`src/rtl/uca_queue_pkg.sv`:
```
// uca_queue_pkg: shared solver literal type, helpers and queue state encoding
package uca_queue_pkg;
  localparam int LIT_W = 8;
  typedef logic [LIT_W-1:0] lit_t;
  typedef enum logic [1:0] {IDLE, COLLECT, DRAIN, CONFLICT} q_state_t;
  function automatic logic [LIT_W-2:0] lit_var(lit_t l);
    return l[LIT_W-2:0];
  endfunction
  function automatic logic lit_pol(lit_t l);
    return l[LIT_W-1];
  endfunction
endpackage

```
`src/rtl/uca_queue_if.sv`:
```
// uca_queue_if: lookup-side input, consumer handshake and status of the unit-literal queue
interface uca_queue_if #(parameter int DEPTH = 16);
  import uca_queue_pkg::*;
  lit_t mem2uca;
  logic mem2uca_valid;
  logic mem2uca_done;
  logic flush;
  lit_t uca_lit;
  logic uca_valid;
  logic uca_ready;
  logic conflict;
  logic overflow;
  logic batch_done;
  logic [$clog2(DEPTH):0] count;
  modport master(output mem2uca, mem2uca_valid, mem2uca_done, flush, uca_ready,
                 input uca_lit, uca_valid, conflict, overflow, batch_done, count);
  modport slave(input mem2uca, mem2uca_valid, mem2uca_done, flush, uca_ready,
                output uca_lit, uca_valid, conflict, overflow, batch_done, count);
endinterface

```
`src/rtl/uca_cam_match.sv`:
```
// uca_cam_match: compares one literal against all occupied entries for duplicate or complement
module uca_cam_match
  import uca_queue_pkg::*;
#(parameter int DEPTH = 16) (
  input  logic [DEPTH-1:0] occ,
  input  lit_t             ent [DEPTH],
  input  lit_t             lit,
  output logic             dup,
  output logic             comp
);
  always_comb begin
    dup = 1'b0;
    comp = 1'b0;
    for (int i = 0; i < DEPTH; i++) begin
      dup |= occ[i] && ent[i] == lit;
      comp |= occ[i] && lit_var(ent[i]) == lit_var(lit) && lit_pol(ent[i]) != lit_pol(lit);
    end
  end
endmodule

```
`src/rtl/uca_queue.sv`:
```
// uca_queue: deduplicating circular queue of implied unit literals with conflict detection
module uca_queue
  import uca_queue_pkg::*;
#(
  parameter int DEPTH = 16,
  parameter int LIT_W = uca_queue_pkg::LIT_W
) (
  input logic       clk,
  input logic       rst,
  uca_queue_if.slave q
);
  localparam int AW = $clog2(DEPTH);
  lit_t mem [DEPTH];
  logic [AW-1:0] rd_ptr, wr_ptr;
  logic [AW:0] cnt;
  logic [DEPTH-1:0] occ;
  logic ovf, dup, comp, in_ok, pop, push, full, done_in, bdone;
  q_state_t state, nxt;
  for (genvar i = 0; i < DEPTH; i++) begin : g_occ
    assign occ[i] = {1'b0, AW'(i) - rd_ptr} < cnt;
  end
  uca_cam_match #(.DEPTH(DEPTH)) u_cam (
    .occ (occ),
    .ent (mem),
    .lit (q.mem2uca),
    .dup (dup),
    .comp(comp)
  );
  assign full = cnt == (AW+1)'(DEPTH);
  assign q.uca_valid = cnt != '0 && state != CONFLICT;
  assign q.uca_lit = mem[rd_ptr];
  assign q.count = cnt;
  assign q.conflict = state == CONFLICT;
  assign q.overflow = ovf;
  assign q.batch_done = bdone;
  assign in_ok = q.mem2uca_valid && q.mem2uca[LIT_W-2:0] != '0 && state != CONFLICT && !q.flush;
  assign pop = q.uca_valid && q.uca_ready && !q.flush;
  assign push = in_ok && !dup && !comp && (!full || pop);
  assign done_in = q.mem2uca_done && state != CONFLICT;
  assign bdone = state == DRAIN && cnt == '0 && !push;
  always_comb begin
    nxt = state;
    if (in_ok && comp) nxt = CONFLICT;
    else if (state == IDLE && done_in) nxt = DRAIN;
    else if (state == IDLE && push) nxt = COLLECT;
    else if (state == COLLECT && done_in) nxt = DRAIN;
    else if (bdone) nxt = IDLE;
  end
  always_ff @(posedge clk) begin
    if (rst || q.flush) begin
      rd_ptr <= '0;
      wr_ptr <= '0;
      cnt <= '0;
      ovf <= 1'b0;
      state <= IDLE;
    end else begin
      if (push) wr_ptr <= wr_ptr + AW'(1);
      if (pop) rd_ptr <= rd_ptr + AW'(1);
      cnt <= cnt + (AW+1)'(push) - (AW+1)'(pop);
      ovf <= ovf | (in_ok && !dup && !comp && full && !pop);
      state <= nxt;
    end
  end
  always_ff @(posedge clk) begin
    if (push) mem[wr_ptr] <= q.mem2uca;
  end
endmodule

```
`src/flat_wrapper.sv`:
```
// flat-port wrapper written by rule: the top's interface ports become plain ports
module uca_queue_flat import uca_queue_pkg::*;
#(
  parameter int DEPTH = 16,
  parameter int LIT_W = uca_queue_pkg::LIT_W
)
  (clk, rst, q_mem2uca, q_mem2uca_valid, q_mem2uca_done, q_flush, q_uca_ready, q_uca_lit, q_uca_valid, q_conflict, q_overflow, q_batch_done, q_count);
  uca_queue_if #(.DEPTH(DEPTH)) q_i ();
  input logic clk;
  input logic rst;
  input wire logic [$bits(q_i.mem2uca)-1:0] q_mem2uca;
  input wire logic [$bits(q_i.mem2uca_valid)-1:0] q_mem2uca_valid;
  input wire logic [$bits(q_i.mem2uca_done)-1:0] q_mem2uca_done;
  input wire logic [$bits(q_i.flush)-1:0] q_flush;
  input wire logic [$bits(q_i.uca_ready)-1:0] q_uca_ready;
  output wire logic [$bits(q_i.uca_lit)-1:0] q_uca_lit;
  output wire logic [$bits(q_i.uca_valid)-1:0] q_uca_valid;
  output wire logic [$bits(q_i.conflict)-1:0] q_conflict;
  output wire logic [$bits(q_i.overflow)-1:0] q_overflow;
  output wire logic [$bits(q_i.batch_done)-1:0] q_batch_done;
  output wire logic [$bits(q_i.count)-1:0] q_count;
  assign q_i.mem2uca = q_mem2uca;
  assign q_i.mem2uca_valid = q_mem2uca_valid;
  assign q_i.mem2uca_done = q_mem2uca_done;
  assign q_i.flush = q_flush;
  assign q_i.uca_ready = q_uca_ready;
  assign q_uca_lit = q_i.uca_lit;
  assign q_uca_valid = q_i.uca_valid;
  assign q_conflict = q_i.conflict;
  assign q_overflow = q_i.overflow;
  assign q_batch_done = q_i.batch_done;
  assign q_count = q_i.count;
  uca_queue #(.DEPTH(DEPTH), .LIT_W(LIT_W)) u_core (.clk(clk), .rst(rst), .q(q_i));
endmodule
```
`config.mk`:
```
export PLATFORM = sky130hd
export DESIGN_NAME = uca_queue_flat
export DESIGN_NICKNAME = d
export VERILOG_FILES = /design/src/rtl/uca_queue_pkg.sv /design/src/rtl/uca_queue_if.sv /design/src/rtl/uca_cam_match.sv /design/src/rtl/uca_queue.sv /design/src/flat_wrapper.sv
export SDC_FILE = /design/constraint.sdc
export NUM_CORES = 1
export LEC_CHECK = 0
export CAP_MARGIN = 10
export CORE_ASPECT_RATIO = 0.6
export CORE_UTILIZATION = 69
export CTS_BUF_LIST = sky130_fd_sc_hd__clkbuf_8
export CTS_CLUSTER_SIZE = 40
export DETAILED_ROUTE_END_ITERATION = 6
export GPL_TIMING_DRIVEN = 0
export PLACE_DENSITY = 0.88
export RECOVER_POWER = 50
export REMOVE_ABC_BUFFERS = 1
export SYNTH_ARGS = -nofsm -noshare
export SYNTH_HDL_FRONTEND = slang
export SYNTH_SLANG_ARGS = --single-unit
```
`constraint.sdc`:
```
create_clock -name clk -period 11.2 [get_ports clk]
set_clock_uncertainty 0.15 [all_clocks]
set_input_delay 1.12 -clock clk [delete_from_list [all_inputs] [get_ports clk]]
set_output_delay 1.12 -clock clk [all_outputs]
set_load 0.005 [all_outputs]
```
### After elaboration in Yosys (flattened, before gate mapping)

Index checks and enable logic that the tools add are counted.

| operators by class | value |
|---|---|
| $add $sub $neg | 20 |
| magnitude comparators | 19 |
| eq/ne operators | 53 |
| multiplexer cells | 11 |
| bitwise logic cells | 33 |
| reductions and logical operators | 80 |

Operator list:

| kind | number |
|---|---|
| bitwise mux 128 bit | 1 |
| == test 8 bit | 16 |
| == test 7 bit | 16 |
| < comparator 4 x 5 -> 1 bit | 16 |
| logical AND 1 bit | 67 |
| binary-select mux 8 bit (select 4 bit) | 1 |
| demux 8 bit (select 4 bit) | 1 |
| subtractor 4 bit, first input constant | 8 |
| OR 1 bit | 31 |
| two-way mux 8 bit | 3 |
| inequality test 1 bit | 16 |
| subtractor 3 x 4 -> 4 bit, first input constant | 4 |
| >= comparator 5 bit, second input constant | 2 |
| two-way mux 2 bit | 5 |
| NOT 4 -> 5 bit | 2 |
| nonzero test 5 bit | 2 |
| adder 4 x 1 -> 4 bit, second input constant | 2 |
| subtractor 1 x 4 -> 4 bit, first input constant | 2 |
| subtractor 2 x 4 -> 4 bit, first input constant | 2 |
| nonzero test 7 bit | 1 |
| zero test 1 bit | 6 |
| adder 5 x 1 -> 5 bit | 1 |
| == test 5 bit, second input constant | 1 |
| zero test 5 bit | 1 |
| 7 further kinds | 9 |

| storage, ports and cells | value |
|---|---|
| bits in registers | 144 |
| output and inout port bits | 17 |

### Depth between registers and ports, before layout

Gate-level depths: netlist of run 1.

| depth | value |
|---|---|
| depth after elaboration | 29 |
| gate-level depth with buffers | 22 |

### Modules after synthesis

Synthesis of run 1 repeated with hierarchy kept, for this count alone.

| second synthesis, totals | value |
|---|---|
| cells, all modules | 671 |
| area, all modules | 8722.1 µm² |

Modules (own cells, without submodules):

| module | instances | cells an instance | area an instance (µm²) | sequential area each (µm²) |
|---|---|---|---|---|
| uca_queue | 1 | 445 | 6845.3 | 4164.0 |
| uca_cam_match | 1 | 226 | 1876.8 | 0.0 |

### Least setup slack after synthesis of run 1

OpenSTA, ideal clock, no wires.

| timing path | value |
|---|---|
| path type | reg-to-reg |
| start point | reg u_core.rd_ptr[1] |
| end point | reg u_core.cnt[4], in the netlist u_core.q.count[4] |
| setup time | 0.071 ns |
| arrival | 4.640 ns |
| required time | 10.979 ns |
| slack | 6.339 ns |
| stages on the path, launching flop included | 22 |
| buffers on the path | 3 |
| clock period less this slack | 4.861 ns |
| cell sequence | dfxtp_1 clkbuf_1 clkbuf_1 inv_1 ha_1 inv_1 ha_1 nor2b_1 a221o_1 a2111oi_0 a211oi_1 a2bb2oi_1 and4bb_1 nand2_1 nor2_4 buf_4 ha_1 fa_1 a21oi_1 nor2_1 or3_1 a21oi_1 |

| on the way | value |
|---|---|
| longest elaborated chain between the ends | 24 |

RTL lines:

| what | RTL line | source |
|---|---|---|
| start: declaration | uca_queue.sv:14 | `logic [AW-1:0] rd_ptr, wr_ptr;` |
| start signal: assignment | uca_queue.sv:58 | `if (pop) rd_ptr <= rd_ptr + AW'(1);` |
| subtractor 1 x 4 -> 4 bit | uca_queue.sv:20 | `assign occ[i] = {1'b0, AW'(i) - rd_ptr} < cnt;` |
| < comparator 4 x 5 -> 1 bit | uca_queue.sv:20 |  |
| logical AND 1 bit (on tied branches) | uca_cam_match.sv:15, uca_cam_match.sv:16 |  |
| OR 1 bit / logical AND 1 bit (equally long branches) | uca_cam_match.sv:15, uca_cam_match.sv:16 |  |
| OR 1 bit (on tied branches) (14 in series) | uca_cam_match.sv:15, uca_cam_match.sv:16 |  |
| zero test 1 bit / OR 1 bit (equally long branches) | uca_queue.sv:38, uca_cam_match.sv:16 |  |
| logical AND 1 bit / zero test 1 bit (equally long branches) | uca_queue.sv:38 | `assign push = in_ok && !dup && !comp && (!full \|\| pop);` |
| logical AND 1 bit * (2 in series) | uca_queue.sv:38 |  |
| named net u_core.push | uca_queue.sv:17 | `logic ovf, dup, comp, in_ok, pop, push, full, done_in, bdone;` |
| adder 5 x 1 -> 5 bit * | uca_queue.sv:59 | `cnt <= cnt + (AW+1)'(push) - (AW+1)'(pop);` |
| subtractor 5 x 1 -> 5 bit * | uca_queue.sv:59 |  |
| end signal: assignment | uca_queue.sv:59 |  |
| end: declaration | uca_queue.sv:15 | `logic [AW:0] cnt;` |

Mark *: on every way through the listed nets, which the timed path passes. The rest lies on a longest branch.
A chain may end at the register's enable or synchronous reset.

### Worst setup path after layout of run 1

| timing path | value |
|---|---|
| start point | reg u_core.rd_ptr[0] |
| end point | out q_batch_done |

| on the way | value |
|---|---|
| longest elaborated chain between the ends | 24 |

RTL lines:

| what | RTL line | source |
|---|---|---|
| subtractor 1 x 4 -> 4 bit | uca_queue.sv:20 |  |
| < comparator 4 x 5 -> 1 bit | uca_queue.sv:20 |  |
| logical AND 1 bit (on tied branches) | uca_cam_match.sv:15, uca_cam_match.sv:16 |  |
| OR 1 bit / logical AND 1 bit (equally long branches) | uca_cam_match.sv:15, uca_cam_match.sv:16 |  |
| OR 1 bit (on tied branches) (14 in series) | uca_cam_match.sv:15, uca_cam_match.sv:16 |  |
| zero test 1 bit / OR 1 bit (equally long branches) | uca_queue.sv:38, uca_cam_match.sv:16 |  |
| logical AND 1 bit / zero test 1 bit (equally long branches) | uca_queue.sv:38 |  |
| logical AND 1 bit * (2 in series) | uca_queue.sv:38 |  |
| zero test 1 bit * | uca_queue.sv:40 | `assign bdone = state == DRAIN && cnt == '0 && !push;` |
| logical AND 1 bit * | uca_queue.sv:40 |  |
| end: declaration | flat_wrapper.sv:20 | `output wire logic [$bits(q_i.batch_done)-1:0] q_batch_done;` |

Mark *: on every way between the ends. The rest lies on a longest branch, timed or not.

==> results.sh, run 1 <==
export IMPL_arrival_ns=7.30
export IMPL_synth_top_area_frac=0.442
export IMPL_reg2regPathDepth=19
export IMPL_relSlewSlack=-0.428
export IMPL_hpwl_um=16600
export IMPL_synth_compound_area_frac=0.0844
export IMPL_crit_required_ns=9.93
export IMPL_violations="capacitance limit, slew limit"
export IMPL_synthAdderAreaFrac=0.0685
export IMPL_hold_ws_ns=0.352
export IMPL_diodes=0
export IMPL_grt_start_max_net_pins=38
export IMPL_dieArea_sq_mm=0.0131
export IMPL_clockBufferDepth=2
export IMPL_grt_pass1_wl_um=34700
export IMPL_async_reset_ff_frac=0
export IMPL_rrSetupSlack_ns=3.41
export IMPL_hold_violations=0
export IMPL_yosys_area_top_type="edfxtp_1"
export IMPL_cts_resized=0
export IMPL_total_leakage_power_nw=3.19
export IMPL_ir_drop_v=0.0000905
export IMPL_num_rows=31
export IMPL_synth_seq_cells=144
export IMPL_nNetsFinal=741
export IMPL_clk_pin_slew_ns=0.09
export IMPL_floorplan_initialDensity=0.714
export IMPL_cp_end_kind="output pin"
export IMPL_hold_path_depth=2
export IMPL_worstHoldEndpoint="u_core.rd_ptr[1]$_SDFFE_PP0P_"
export IMPL_yosysSeqAreaShare=0.479
export IMPL_drt_iter0_drc=907
export IMPL_worstPathMaxFanout=26
export IMPL_cp_num_buf_inv=4
export IMPL_tightest_slew_ns=2.14
export IMPL_period_needed_ns=8.57
export IMPL_fin_setup_tns_ns=0
export IMPL_portBuffers=30
export IMPL_power_mw=1.15
export IMPL_yosysWarnings=0
export IMPL_synth_avg_cell_area_sq_um=13.2
export IMPL_viasPerCell=7.03
export IMPL_cp_start_kind="register"
export IMPL_max_stage_delay_ns=1.60
export IMPL_drv_slew=163
export IMPL_synth_top_family_by_area="XOR/XNOR gates"
export IMPL_post_drt_wl_per_cell_um=27.1
export IMPL_postCtsSetupBuffers=0
export IMPL_clock_root_buffer="clkbuf_8"
export IMPL_synth_xor_area_share=0.138
export IMPL_fillCellCount=745
export IMPL_clock_latency_ns=0.46
export IMPL_cp_slowest_cell="clkbuf_1"
export IMPL_yosys_top_cells_area="edfxtp_1 44%, mux4_2 10%, xnor2_1 7.2%"
export IMPL_syn_inst=658
export IMPL_cts_sink_count=144
export IMPL_status="complete, but fails checks"
export IMPL_finalWirelength_um=23300
export IMPL_vias=6029
export IMPL_grt_pass1_vias=5665
export IMPL_cts_hold_buf=0
export IMPL_h_tree_depth=4
export IMPL_fmax_ghz=0.117
export IMPL_p_per_area_mw_per_mm2=123
export IMPL_synthesis_area_sq_mm=0.00870
export IMPL_grt_overflow=0
export IMPL_cts_buffers=17
export IMPL_crit_chain="clkbuf_1 > inv_1 > ha_1 > inv_1 > ha_1 > nand2_1 > o21ai_1 > a2111oi_1 > a221oi_1 > a2bb2oi_1 > and4bb_1 > and2_4 > a21oi_1 > clkdlybuf4s50_1"
export IMPL_drt_pass1_iterations=6
export IMPL_area_growth_pct=7.64
export IMPL_synth_cell_types=72
export IMPL_drv_cap=5
export IMPL_synth_edff_count=128
export IMPL_design_core_area_sq_mm=0.0122
export IMPL_track_usage=0.375
export IMPL_setup_viol=0
export IMPL_antenna_found_initial=0
export IMPL_drc=0
export IMPL_globalplace_congestion=0.938
export IMPL_synth_mux_area_frac=0.105
export IMPL_rsz0062_at_grt="false"
export IMPL_r2r_start="u_core.rd_ptr[0]$_SDFFE_PP0P_"
export IMPL_antenna_left=0
export IMPL_fp_dieW_um=147
export IMPL_critical_path_top_delay_family="buffers and inverters"
export IMPL_hold_class="register to register"
export IMPL_fp_dieH_um=89.0
export IMPL_cts_tree="yes"
export IMPL_min_from="u_core.rd_ptr[1]$_SDFFE_PP0P_"
export IMPL_layout_drive_gt1_share=0.127
export IMPL_post_route_period_util=0.765
export IMPL_r2r_end="u_core.q.count[4]$_SDFF_PP0_"
export IMPL_synthSimpleGateAreaFrac=0.0806
export IMPL_io_pins=31
export IMPL_path_class="register to output pin"
export IMPL_ys_flop_type="edfxtp_1"
==> registers in the layout, indices dropped and copies added (netlist names) <==
signal,cells
u_core.mem,128
u_core.q.count,5
u_core.rd_ptr,4
u_core.wr_ptr,4
u_core.state,2
u_core.q.overflow,1
==> metal layers <==
metal	track usage	vias to the layer above	share of wire
met5	0	-	0
met4	0.105	0	0.022
met3	0.128	57	0.15
met2	0.554	474	0.43
met1	0.535	2964	0.40
li1	-	2534	-
==> per-stage QoR <==
step,cells,setup slack [ns],utilization,instance area (sq um)
floorplan,625,5.69,-,8460
global placement,820,3.73,0.736,8960
detailed placement,826,4.52,0.746,9080
CTS,858,4.54,0.777,9470
global route,858,2.21,0.769,9360
finish,858,2.63,0.769,9360
==> cell usage in the layout, fill, tap and decap left out, types with 5 or more instances in the layout <==
cell type	n
edfxtp_1	128
xnor2_1	71
xor2_1	66
ha_1	46
mux4_2	40
inv_1	39
nor2_1	21
and3_1	19
a21oi_1	18
clkbuf_8	17
nand4_1	16
dfxtp_1	15
nand2_1	14
clkdlybuf4s50_1	13
dlygate4sd3_1	13
a2111o_1	11
nor2b_1	10
nor3_1	9
clkbuf_1	9
o21ai_0	8
nor4_1	7
nand3_1	6
inv_6	5
==> power breakdown <==
part / internal [mW] / switching [mW] / leakage (nW) / total [mW]
clock network: 0.183 / 0.230 / 0.194 / 0.413
logic: 0.0548 / 0.0882 / 1.72 / 0.143
registers: 0.586 / 0.00628 / 1.28 / 0.593
total: 0.824 / 0.325 / 3.19 / 1.15
==> how the worst max path moves through the flow <==
stage / end / startpoint / cells past startpoint
2_1_floorplan: q_batch_done / u_core.rd_ptr[0]$_SDFFE_PP0P_ / 13
3_3_place_gp: q_batch_done / u_core.rd_ptr[0]$_SDFFE_PP0P_ / 13
3_5_place_dp: q_batch_done / q_mem2uca[2] / 11
4_1_cts: q_batch_done / q_mem2uca[2] / 11
5_1_grt: q_batch_done / u_core.rd_ptr[0]$_SDFFE_PP0P_ / 14
6_report: q_batch_done / u_core.rd_ptr[0]$_SDFFE_PP0P_ / 14
==> worst min-delay path: stages (launching register included) <==
cell and delay (ns):
dfxtp_2 0.35, nand2_1 0.06, a21oi_1 0.06
==> kinds of logic (layout without fill, tap and decap cells) <==
family	count (synthesis)	in the layout
mux	41	41
flops	144	144
compound gates	92	92
xor+xnor	137	137
simple gates	124	124
fa+ha+maj	47	47
buf+inv	73	108
==> cell usage after synthesis (all sizes together), types with 7 or more instances <==
| master | count |
|---|---|
| inv | 40 |
| edfxtp | 128 |
| and3 | 19 |
| o21ai | 11 |
| nor2b | 10 |
| ha | 46 |
| nor2 | 22 |
| nand4 | 16 |
| nor4 | 7 |
| nand2 | 15 |
| xnor2 | 71 |
| dfxtp | 16 |
| mux4 | 40 |
| a2111o | 11 |
| nor3 | 9 |
| a2111oi | 7 |
| clkbuf | 8 |
| buf | 25 |
| xor2 | 66 |
| a21oi | 19 |
==> layout make-up <==
| cell class | count | area, sq um | area share |
|---|---|---|---|
| clock buffer | 17 | 234 | 0.0250 |
| clock inverter | 15 | 150 | 0.0160 |
| inverter | 40 | 150 | 0.0160 |
| multi-input combinational | 441 | 4140 | 0.442 |
| sequential | 144 | 4170 | 0.445 |
| tap | 165 | 206 | 0.0221 |
| timing repair buffer | 36 | 314 | 0.0335 |
Power figures use the tool's default switching activity.
==> run 2, diff against run 1 <==
--- a/config.mk
+++ b/config.mk
@@ -7,12 +7,12 @@
 export LEC_CHECK = 0
 export CAP_MARGIN = 10
 export CORE_ASPECT_RATIO = 0.6
-export CORE_UTILIZATION = 69
+export CORE_UTILIZATION = 64
 export CTS_BUF_LIST = sky130_fd_sc_hd__clkbuf_8
 export CTS_CLUSTER_SIZE = 40
 export DETAILED_ROUTE_END_ITERATION = 6
 export GPL_TIMING_DRIVEN = 0
-export PLACE_DENSITY = 0.88
+export PLACE_DENSITY = 0.83
 export RECOVER_POWER = 50
 export REMOVE_ABC_BUFFERS = 1
 export SYNTH_ARGS = -nofsm -noshare
==> constraint.sdc (replaced) <==
create_clock -name clk -period 8.73 [get_ports clk]
set_clock_uncertainty 0.15 [all_clocks]
set_input_delay 0.873 -clock clk [delete_from_list [all_inputs] [get_ports clk]]
set_output_delay 0.873 -clock clk [all_outputs]
set_load 0.005 [all_outputs]
==> run 2 against run 1 <==
Effect of this change: the flow finishes with violations (DRC, capacitance limit, slew limit); non-clock buffer count is 2 lower; die area is 7.7% higher; clock-buffer cell count stayed put; design area hardly changed; sequential share of layout area hardly changed; sequential power is 28% higher; sequential cell count stayed put; core utilization is 5.1 points lower; critical path type is now input port to output pin; critical endpoint unchanged; highest routed layer unchanged.
==> results.sh, run 2 (same netlist as run 1, synthesis figures left out) <==
export IMPL_rsz0062_at_grt="false"
export IMPL_fp_dieH_um=92.3
export IMPL_io_pins=31
export IMPL_largest_register="u_core.mem"
export IMPL_fin_setup_tns_ns=0
export IMPL_drc=2
export IMPL_area_growth_pct=7.67
export IMPL_cts_buffers=17
export IMPL_cts_hold_buf=0
export IMPL_tightest_slew_ns=2.00
export IMPL_hpwl_um=16600
export IMPL_crit_required_ns=7.71
export IMPL_path_class="input port to output pin"
export IMPL_portBuffers=30
export IMPL_grt_start_max_net_pins=38
export IMPL_antenna_found_initial=0
export IMPL_final_common_cell="edfxtp_1"
export IMPL_post_drt_wl_per_cell_um=26.4
export IMPL_design_core_area_sq_mm=0.0131
export IMPL_relSlewSlack=-0.333
export IMPL_fmax_ghz=0.138
export IMPL_diodes=0
export IMPL_worstPathMaxFanout=22
export IMPL_clock_root_buffer="clkbuf_8"
export IMPL_hold_class="register to register"
export IMPL_total_leakage_power_nw=3.19
export IMPL_grt_overflow=0
export IMPL_ir_drop_v=0.0000846
export IMPL_p_per_area_mw_per_mm2=156
export IMPL_fillCellCount=891
export IMPL_postCtsSetupBuffers=0
export IMPL_grt_pass1_wl_um=34800
export IMPL_clk_pin_slew_ns=0.08
export IMPL_setup_viol=0
export IMPL_cts_sink_count=144
export IMPL_power_mw=1.47
export IMPL_h_tree_depth=4
export IMPL_clock_latency_ns=0.46
export IMPL_fp_dieW_um=152
export IMPL_nNetsFinal=739
export IMPL_final_cell_mix="128 x edfxtp_1, 71 x xnor2_1, 66 x xor2_1, 46 x ha_1, 40 x mux4_2"
export IMPL_cp_end_kind="output pin"
export IMPL_status="complete, but fails checks"
export IMPL_drv_slew=204
export IMPL_cts_resized=0
export IMPL_finalWirelength_um=22700
export IMPL_period_needed_ns=7.23
export IMPL_track_usage=0.347
export IMPL_vias=5827
export IMPL_cts_tree="yes"
export IMPL_dieArea_sq_mm=0.0141
export IMPL_antenna_left=0
export IMPL_drt_pass1_iterations=7
export IMPL_drv_cap=6
export IMPL_clockBufferDepth=2
export IMPL_largest_register_ffs=128
export IMPL_floorplan_initialDensity=0.666
export IMPL_hold_violations=0
export IMPL_globalplace_congestion=1.01
export IMPL_arrival_ns=6.21
export IMPL_cp_start_kind="input port"
export IMPL_post_route_period_util=0.828
export IMPL_layout_drive_gt1_share=0.129
export IMPL_grt_pass1_vias=5667
export IMPL_num_rows=32
export IMPL_violations="DRC, capacitance limit, slew limit"
export IMPL_drt_iter0_drc=768
export IMPL_viasPerCell=6.77
## run 2: cell count changes in the layout (fill, tap and decap cells not counted)
cell           before  now
buf_12              1    2
dlygate4sd3_1      13   11
clkbuf_1            9    8
## run 2: final cells by class
class	count	area [sq um]	area share
flip-flops and latches	144	4170	0.445
multi-input cells	441	4140	0.442
repair buffers	34	310	0.0331
clock buffers	17	234	0.0250
well taps	170	213	0.0227
clock inverters	15	150	0.0160
inverters	40	150	0.0160
## run 2: path summary, 6_finish.rpt
check	start	endpoint	slack (ns)	depth (start not counted)
worst min-delay path	u_core.q.overflow$_SDFF_PP0_	u_core.q.overflow$_SDFF_PP0_	0.33	2
worst max-delay path	q_mem2uca[5]	q_batch_done	1.50	11
worst min register to register	u_core.q.overflow$_SDFF_PP0_	u_core.q.overflow$_SDFF_PP0_	0.33	2
worst max register to register	u_core.rd_ptr[0]$_SDFFE_PP0P_	u_core.q.count[4]$_SDFF_PP0_	2.14	19
## run 2: worst max-delay path, stage by stage
cell and delay (ns):
dlygate4sd3_1 0.91, clkbuf_1 1.04, xnor2_1 0.21, nand4_1 0.18, a2111oi_1 1.22, a221oi_1 0.25, a2bb2oi_1 0.32, and4bb_1 0.24
and2_4 0.18, a21oi_1 0.20, clkdlybuf4s50_1 0.56
## run 2: routing by layer
layer	up-vias	global-route usage	share of wire
li1	2530	-	-
met1	2905	0.503	0.42
met2	359	0.488	0.43
met3	33	0.136	0.14
met4	0	0.0842	0.012
met5	-	0	0
## run 2: metrics by stage
| stage | cell area (sq um) | setup WS, ns | std cells | utilization | hold slack (ns) |
|---|---|---|---|---|---|
| 2_1_floorplan | 8460 | 3.30 | 625 | - | 0.311 |
| 3_3_place_gp | 8970 | 1.44 | 825 | 0.687 | 0.309 |
| 3_5_place_dp | 9040 | 2.67 | 829 | 0.692 | 0.309 |
| 4_1_cts | 9420 | 2.33 | 861 | 0.722 | 0.329 |
| 5_1_grt | 9360 | 1.46 | 861 | 0.717 | 0.365 |
| 6_report | 9360 | 1.50 | 861 | 0.717 | 0.328 |
## run 2: power by group
part	internal (mW)	total [mW]	leakage, nW	switching [mW]
registers	0.753	0.762	1.28	0.00935
clock network	0.235	0.525	0.194	0.290
logic	0.0695	0.178	1.72	0.109
==> variant, RTL diff (settings of run 2) <==
One comparison of `cnt` changes from == to >=.
--- a/src/rtl/uca_queue.sv
+++ b/src/rtl/uca_queue.sv
@@ -26,7 +26,7 @@
     .dup (dup),
     .comp(comp)
   );
-  assign full = cnt == (AW+1)'(DEPTH);
+  assign full = cnt >= (AW+1)'(DEPTH);
   assign q.uca_valid = cnt != '0 && state != CONFLICT;
   assign q.uca_lit = mem[rd_ptr];
   assign q.count = cnt;
Formal check against the unedited RTL: no difference found for any inputs over 4 cycles, from zero or initial values; that may be too few to reach the edited logic, so the function may still have changed.
==> variant against run 2 <==
  * Worst setup slack got worse by 0.32 ns
  * Sequential cell count did not move
  * The flow finishes with violations (capacitance limit, slew limit)
  * Final area grew 0.57%
  * Count of clock-buffer cells in the layout did not move
  * Total power increased by 3.9%
  * Area after synthesis grew 0.94%
  * Worst hold slack got worse by 0.0096 ns
  * Combinational power fell by 8%
  * Wire length rose by 0.99%
  * Core utilization increased by 0.19 points
  * Via count increased by 1.9%
==> variant: results (changes against run 2) <==
| Metric | Value |
|---|---|
| FF-to-FF setup slack | `1.74 ns (-0.40 ns)` |
| CP delay by family, top | `compound AO/OA/AOI/OAI gates` |
| Critical Path AT | `6.53 ns (+0.32 ns)` |
| Int Pwr | `0.00113 W (+6.8%)` |
| Comb pwr | `0.000163 W (-8%)` |
| Via count | `5935 (+1.9%)` |
| Iteration-0 DRC Markers | `772 (+0.52%)` |
| Post-synth top cells | `128 x edfxtp_1, 95 x xor2_1, 46 x ha_1, 40 x mux4_2, 40 x xnor2_1` |
| Largest net degree at the start of global routing | `34 (-11%)` |
| Clock transition at the registers of the reported paths | `0.10 ns (+0.02 ns)` |
| Invs w/o clock | `37 (-7.5%)` |
| DR WL/cell | `26.3 um (-0.39%)` |
| Non-clock buffer share | `0.0310 (-0.00218)` |
| Actual slew at the worst max-slew pin | `2.13 ns (+0.131 ns)` |
| Status | `complete, but fails checks` |
| HPWL after detailed placement | `16100 um (-3.2%)` |
| Hold path endpoint | `u_core.q.overflow` |
| Number of global-route vias before repair | `5746 (+1.4%)` |
| Fillers | `891 (unchanged)` |
| Cell Pwr Density | `162 nW/um2 (+3.3%)` |
| Met3 GRT Util | `0.133 (-0.00281)` |
| Seq Cell Count | `144 (unchanged)` |
| Max Slew Vio Count | `257 (+26%)` |
| Synth cell types | `68 (-5.6%)` |
| Peak supply drop | `0.000116 V (+38%)` |
| Hold crit path type | `flip-flop to flip-flop` |
| WL met2 | `9600 um (-1.4%)` |
| Crit-path slowest cell | `dfxtp_1` |
| Power share of the sequential group | `0.499 (-0.021)` |
| Crit Path Category | `flip-flop to primary output` |
| Met3 Routed Length | `3250 um (+1.1%)` |
| Fraction of area in multi-input gates | `0.443 (about the same)` |
| GR Util met2 | `0.478 (-0.0109)` |
| Clock-cell share of area | `0.0468 (+0.00574)` |
| Pleak | `3.26 nW (+2.2%)` |
| Net count, final | `751 (+1.6%)` |
| Reg2reg path depth | `19 (unchanged)` |
| Fraction of registers with async set/reset | `0 (unchanged)` |
| Met1 wire length | `9610 um (+0.97%)` |
| Routability congestion estimate | `1.01 (-0.18%)` |
| Met1 Use GR | `0.486 (-0.0172)` |
| Sequential element share of the synthesized area | `0.474 (-0.00444)` |
| First-pass GRT wire length | `34500 um (-0.87%)` |
| Total GRT Usage | `0.340 (-0.00626)` |
| Layout cell share with drive strength beyond 1 | `0.125 (-0.00362)` |
| Max Cap Violations | `8 (+2)` |
| Failing checks | `capacitance limit, slew limit` |
| DRT Pass-1 Iters | `5 (-2)` |
==> variant: changes by cell type in the layout (fill, tap and decap cells not counted), moves of 5 or more <==
cell / delta
xnor2_1: -31
xor2_1: +29
o21ai_0: +10
a2111o_1: -9
nor4_1: +8
a2111oi_0: +6
nand4_1: -6
a21oi_1: -5
==> variant: logic make-up after synthesis <==
family                   synth area share
AND/OR/NAND/NOR                    0.0955
AO/OA/AOI/OAI                      0.0737
buffers and inverters              0.0513
XOR/XNOR                            0.135
adder cells (fa/ha/maj)            0.0678
flip-flops                          0.474
multiplexers                        0.103
==> variant: through the flow <==
step                       util  hold slack [ns]  setup slack, ns  cells  instance area, um2
after CTS                 0.722            0.331             1.80    873                9460
final                     0.719            0.318             1.17    873                9420
after global routing      0.719            0.375            0.930    873                9420
after floorplan               -            0.311             3.05    637                8470
after detailed placement  0.689            0.313             2.50    841                9020
after global placement    0.686            0.313             1.13    837                8980
